File: config.mk
export PLATFORM = sky130hd
export DESIGN_NAME = nic
export DESIGN_NICKNAME = d
export VERILOG_FILES = /design/src/rtl/nic.sv
export SDC_FILE = /design/constraint.sdc
export NUM_CORES = 1
export LEC_CHECK = 0
export BUFFER_PORTS_ARGS = -buffer_cell sky130_fd_sc_hd__clkbuf_2
export CORE_ASPECT_RATIO = 0.5
export CORE_MARGIN = 4
export CORE_UTILIZATION = 30
export DETAILED_ROUTE_END_ITERATION = 16
export SLEW_MARGIN = 10
export SYNTH_ARGS = -nofsm -noshare
export SYNTH_HDL_FRONTEND = slang
export SYNTH_SLANG_ARGS = --single-unit
File: constraint.sdc
create_clock -name clk -period 1.3 [get_ports clk]
set_input_delay 0.195 -clock clk [delete_from_list [all_inputs] [get_ports clk]]
set_output_delay 0.195 -clock clk [all_outputs]
set_load 0.02 [all_outputs]
File: src/rtl/nic.sv
// Ring NIC: one-packet in/out buffers behind four memory-mapped registers,
// with a valid/ready router handshake and a polarity-gated send path.
module nic #(
  parameter int DATA_WIDTH = 64
) (
  input  logic                  clk,
  input  logic                  reset,
  input  logic [0:1]            addr,
  input  logic [0:DATA_WIDTH-1] d_in,
  output logic [0:DATA_WIDTH-1] d_out,
  input  logic                  nicEn,
  input  logic                  nicWrEn,
  output logic                  net_so,
  input  logic                  net_ro,
  output logic [0:DATA_WIDTH-1] net_do,
  input  logic                  net_polarity,
  input  logic                  net_si,
  output logic                  net_ri,
  input  logic [0:DATA_WIDTH-1] net_di
);

  logic [0:DATA_WIDTH-1] in_buf_q, in_buf_d;
  logic [0:DATA_WIDTH-1] out_buf_q, out_buf_d;
  logic                  in_full_q, in_full_d;
  logic                  out_full_q, out_full_d;

  logic rd_en, wr_en;
  logic sel_ib, sel_is, sel_ob, sel_os;

  assign rd_en  = nicEn & ~nicWrEn;
  assign wr_en  = nicEn & nicWrEn;
  assign sel_ib = (addr == 2'b00);
  assign sel_is = (addr == 2'b01);
  assign sel_ob = (addr == 2'b10);
  assign sel_os = (addr == 2'b11);

  assign net_ri = ~in_full_q & ~reset;
  // out_buf[0] is the VC bit; send only on the opposite ring phase
  assign net_so = out_full_q & net_ro &
                  (out_buf_q[0] != net_polarity) & ~reset;
  assign net_do = out_buf_q;

  always_comb begin
    in_buf_d   = in_buf_q;
    in_full_d  = in_full_q;
    out_buf_d  = out_buf_q;
    out_full_d = out_full_q;
    if (net_si && net_ri) begin
      in_buf_d  = net_di;
      in_full_d = 1'b1;
    end else if (rd_en && sel_ib) begin
      in_full_d = 1'b0;
    end
    if (net_so) begin
      out_full_d = 1'b0;
    end else if (wr_en && sel_ob && !out_full_q) begin
      out_buf_d  = d_in;
      out_full_d = 1'b1;
    end
  end

  always_comb begin
    d_out = '0;
    if (rd_en) begin
      unique case (1'b1)
        sel_ib: d_out = in_buf_q;
        sel_is: d_out[DATA_WIDTH-1] = in_full_q;
        sel_ob: d_out = out_buf_q;
        sel_os: d_out[DATA_WIDTH-1] = out_full_q;
        default: d_out = '0;
      endcase
    end
  end

  always_ff @(posedge clk) begin
    if (reset) begin
      in_buf_q   <= '0;
      in_full_q  <= 1'b0;
      out_buf_q  <= '0;
      out_full_q <= 1'b0;
    end else begin
      in_buf_q   <= in_buf_d;
      in_full_q  <= in_full_d;
      out_buf_q  <= out_buf_d;
      out_full_q <= out_full_d;
    end
  end

endmodule

==> run_summary.xml <==
<?xml version="1.0" encoding="UTF-8"?>
<metrics>
  <group name="status">
    <metric name="result_of_the_run" unit="">finished, violations left</metric>
    <metric name="violations" unit="">setup timing</metric>
  </group>
  <group name="pwr">
    <metric name="static-leakage-power" unit="nW">4.55</metric>
    <metric name="powerDensity" unit="nW/um2">994</metric>
    <metric name="power.ir.vdd_worst" unit="mV">0.854</metric>
  </group>
  <group name="global_route">
    <metric name="track_usage" unit="">0.176</metric>
    <metric name="globalRouteOverflowTotal" unit="">0</metric>
    <metric name="global_route.peak_usage_layer" unit="">met2</metric>
    <metric name="grt_antenna_before_repair" unit="">0</metric>
    <metric name="grt_max_degree" unit="">142</metric>
    <metric name="global_route.usage.met1" unit="">0.196</metric>
    <metric name="grt_pass1_vias" unit="">6101</metric>
    <metric name="groute.layer.met2.usage" unit="">0.329</metric>
    <metric name="grt_pass1_wl" unit="um">31700</metric>
    <metric name="gr-usage-met3" unit="">0.0388</metric>
  </group>
  <group name="placed_design">
    <metric name="dp_slack" unit="ns">-0.303</metric>
    <metric name="gpl.final_weighted_congestion" unit="">0.785</metric>
    <metric name="dp_hpwl" unit="um">12800</metric>
    <metric name="total_of_buffers_placed_on_input_and_output_ports" unit="">266</metric>
  </group>
  <group name="worst_hold_path">
    <metric name="min_delay_path_depth" unit="">3</metric>
    <metric name="min_path_type" unit="">in2reg</metric>
  </group>
  <group name="synthesis">
    <metric name="yosys.cell_count.top_type" unit="">sky130_fd_sc_hd__nand2b_1</metric>
    <metric name="synth-warning-count" unit="">0</metric>
    <metric name="ys_seq_elements" unit="">130</metric>
    <metric name="synth_cells" unit="">648</metric>
    <metric name="yosysSeqAreaShare" unit="">0.431</metric>
    <metric name="synth_area_leaders" unit="">sky130_fd_sc_hd__dfxtp_1 43%, sky130_fd_sc_hd__nand2b_1 20%, sky130_fd_sc_hd__mux2i_1 11%</metric>
    <metric name="synth_top_cells_by_count" unit="">193 x sky130_fd_sc_hd__nand2b_1, 130 x sky130_fd_sc_hd__dfxtp_1, 65 x sky130_fd_sc_hd__nand2_1, 64 x sky130_fd_sc_hd__mux2i_1, 63 x sky130_fd_sc_hd__a22o_1</metric>
    <metric name="synth_async_sr_flop_share" unit="">0</metric>
    <metric name="netlist_area" unit="um2">6040</metric>
    <metric name="netlist.top_cell.by_area" unit="">sky130_fd_sc_hd__dfxtp_1</metric>
    <metric name="synth-edff-count" unit="">0</metric>
    <metric name="commonest_register_cell_after_synthesis" unit="">sky130_fd_sc_hd__dfxtp_1</metric>
    <metric name="ys_types" unit="">25</metric>
    <metric name="synthesis.nets" unit="">785</metric>
    <metric name="yosys.area.top_type_share" unit="">0.431</metric>
    <metric name="syn_avg_cell_area" unit="um2">9.32</metric>
  </group>
  <group name="clock_tree">
    <metric name="cts_inserted_buffers" unit="">17</metric>
    <metric name="htree_levels" unit="">4</metric>
    <metric name="clk-insertion-delay-late" unit="ns">0.41</metric>
    <metric name="clockRootBuffer" unit="">sky130_fd_sc_hd__clkbuf_16</metric>
    <metric name="cts_tree" unit="">yes</metric>
    <metric name="clockBufferDepth" unit="">2</metric>
    <metric name="worst_setup_hold_path_clk_slew" unit="ns">0.06</metric>
    <metric name="clkSinkCount" unit="">130</metric>
  </group>
  <group name="setup_path">
    <metric name="critical-path-top-delay-family" unit="">multiplexers</metric>
    <metric name="r2r_cells" unit="">8</metric>
    <metric name="crit_chain" unit="">mux4_2, nor2b_4, buf_8</metric>
    <metric name="critPathSlowestCell" unit="">sky130_fd_sc_hd__mux4_2</metric>
    <metric name="worst-setup-path-type" unit="">reg2out</metric>
    <metric name="max_stage_delay" unit="ns">0.47</metric>
    <metric name="worst-path-buf-inv" unit="">1</metric>
    <metric name="cp_data_arrival_time" unit="ns">1.48</metric>
    <metric name="setup.worst_path.end_class" unit="">primary output</metric>
    <metric name="worst_ep_required_time" unit="ns">1.11</metric>
    <metric name="worstSetupStartpointType" unit="">flip-flop</metric>
    <metric name="crit_path_max_fanout" unit="">2</metric>
    <metric name="crit_cells" unit="">3</metric>
  </group>
  <group name="routing">
    <metric name="viasPerCell" unit="">4.76</metric>
    <metric name="drc" unit="">0</metric>
    <metric name="route.vias.total" unit="">6194</metric>
    <metric name="detailedRoute.firstPassIterationCount" unit="">5</metric>
    <metric name="drt.antenna.violating_nets" unit="">0</metric>
    <metric name="totalWireLength" unit="um">24500</metric>
    <metric name="drt_iter0_drc" unit="">336</metric>
    <metric name="wire_per_inst" unit="um">18.8</metric>
  </group>
  <group name="flow_run">
    <metric name="drv_cap" unit="">0</metric>
  </group>
  <group name="finish">
    <metric name="syn_to_final_growth" unit="%">78.2</metric>
    <metric name="final_net_count" unit="">1160</metric>
    <metric name="fillCellCount" unit="">1736</metric>
    <metric name="utilization" unit="">0.549</metric>
    <metric name="insertedDiodeCount" unit="">0</metric>
    <metric name="drive_above_1_share" unit="">0.382</metric>
  </group>
  <group name="die">
    <metric name="die_height" unit="um">108</metric>
    <metric name="die-area" unit="um2">22600</metric>
    <metric name="floorplan.die.width" unit="um">209</metric>
    <metric name="num_rows" unit="">36</metric>
    <metric name="pin_count" unit="">267</metric>
    <metric name="start_util" unit="">0.308</metric>
    <metric name="placeableCoreArea" unit="um2">19600</metric>
  </group>
  <group name="timing">
    <metric name="timing.clock.skew" unit="ns">0.00807</metric>
    <metric name="finalSetupViolations" unit="">195</metric>
    <metric name="grt_setup_unrepaired" unit="">true</metric>
    <metric name="final_max_slew_violation_count" unit="">0</metric>
    <metric name="post-route-period-util" unit="">1.29</metric>
    <metric name="timing_hold_violations_final" unit="">0</metric>
    <metric name="fin_ws" unit="ns">-0.372</metric>
    <metric name="max_slew_margin" unit="">0.723</metric>
    <metric name="finalCriticalPeriod" unit="ns">1.67</metric>
    <metric name="worstMarginPinSlew" unit="ns">0.415</metric>
    <metric name="max_clock_freq" unit="GHz">0.598</metric>
    <metric name="whs" unit="ns">0.0146</metric>
  </group>
</metrics>
cells by family (layout without fill, tap and decap cells):
group,count (synthesis),in the layout,synth area share
multiplexers,65,65,0.110
buffers and inverters,55,443,0.0558
flip-flops,130,130,0.431
XOR/XNOR,1,1,0.00145
AO/OA/AOI/OAI,130,130,0.149
AND/OR/NAND/NOR,267,267,0.253
flip-flops by register name, summed over array words and instances, names as in the netlist:
signal	flops
in_buf_q	64
in_full_q	1
net_do	64
out_full_q	1
cell usage in the layout, fill, tap and decap left out, types with 2 or more instances in the layout:
| cell type | n |
|---|---|
| sky130_fd_sc_hd__clkbuf_2 | 197 |
| sky130_fd_sc_hd__nand2b_1 | 192 |
| sky130_fd_sc_hd__dfxtp_1 | 127 |
| sky130_fd_sc_hd__mux2i_1 | 64 |
| sky130_fd_sc_hd__a22o_1 | 63 |
| sky130_fd_sc_hd__nand2_1 | 63 |
| sky130_fd_sc_hd__clkbuf_8 | 62 |
| sky130_fd_sc_hd__dlygate4sd3_1 | 60 |
| sky130_fd_sc_hd__o21ai_1 | 56 |
| sky130_fd_sc_hd__clkbuf_16 | 38 |
| sky130_fd_sc_hd__buf_6 | 23 |
| sky130_fd_sc_hd__buf_12 | 21 |
| sky130_fd_sc_hd__buf_4 | 10 |
| sky130_fd_sc_hd__buf_8 | 9 |
| sky130_fd_sc_hd__buf_16 | 8 |
| sky130_fd_sc_hd__o21ai_0 | 6 |
| sky130_fd_sc_hd__clkinv_2 | 6 |
| sky130_fd_sc_hd__clkbuf_1 | 4 |
| sky130_fd_sc_hd__bufinv_16 | 3 |
| sky130_fd_sc_hd__nand2b_4 | 2 |
| sky130_fd_sc_hd__nor3_4 | 2 |
| sky130_fd_sc_hd__nor2_4 | 2 |
| sky130_fd_sc_hd__o21ai_2 | 2 |
| sky130_fd_sc_hd__nand2_2 | 2 |
| sky130_fd_sc_hd__clkinv_4 | 2 |
| sky130_fd_sc_hd__dfxtp_2 | 2 |
timing repair:
action / in CTS / in global routing
endpoints found under the hold margin: 60 / 0
buffers inserted: 11 / 15
hold buffers: 60 / 0
gates resized for setup: 180 / 69
pin swaps: 41 / 20
endpoints found under the setup margin: 66 / 193
cloned: 8 / 30
power by group:
| group | internal [mW] | switching [mW] |
|---|---|---|
| clock network | 3.00 | 1.78 |
| logic | 0.917 | 0.691 |
| registers | 4.17 | 0.124 |
tightest hold or removal path, cell delays in order:
cell                       delay (ns)
sky130_fd_sc_hd__clkbuf_2        0.09
sky130_fd_sc_hd__nand2_1         0.04
sky130_fd_sc_hd__o21ai_1         0.06
area by class of cell:
class                   instances  area, um2  area share
multi-input cells             463       3160       0.294
clock buffers                  21        440      0.0409
clock inverters                11        138      0.0128
well taps                     266        333      0.0309
repair buffers                411       4080       0.379
flip-flops and latches        130       2610       0.243
metal layers:
layer,vias up,wire (um)
met5,-,0
met4,0,699
met3,50,902
met2,178,12600
met1,3015,10300
li1,2951,-
per-stage QoR:
stage / area (um2) / TNS, ns / cells / total power [mW]
after floorplan: 6040 / -1.14 / 648 / 4.93
after global placement: 7710 / -19.75 / 1149 / 5.34
after detailed placement: 7710 / -23.89 / 1149 / 5.36
after CTS: 9860 / -24.46 / 1260 / 10.5
after global routing: 10800 / -48.96 / 1302 / 11.1
final: 10800 / -39.54 / 1302 / 10.7
worst paths after layout:
kind                              startpoint            to  slack, ns
worst min register to register  in_buf_q[17]  in_buf_q[17]       0.47
worst max register to register    out_full_q    net_do[44]      -0.32
worst min-delay path              net_di[55]  in_buf_q[55]       0.01
worst max-delay path               in_full_q     d_out[63]      -0.37
(Power assumes the default switching activity.)
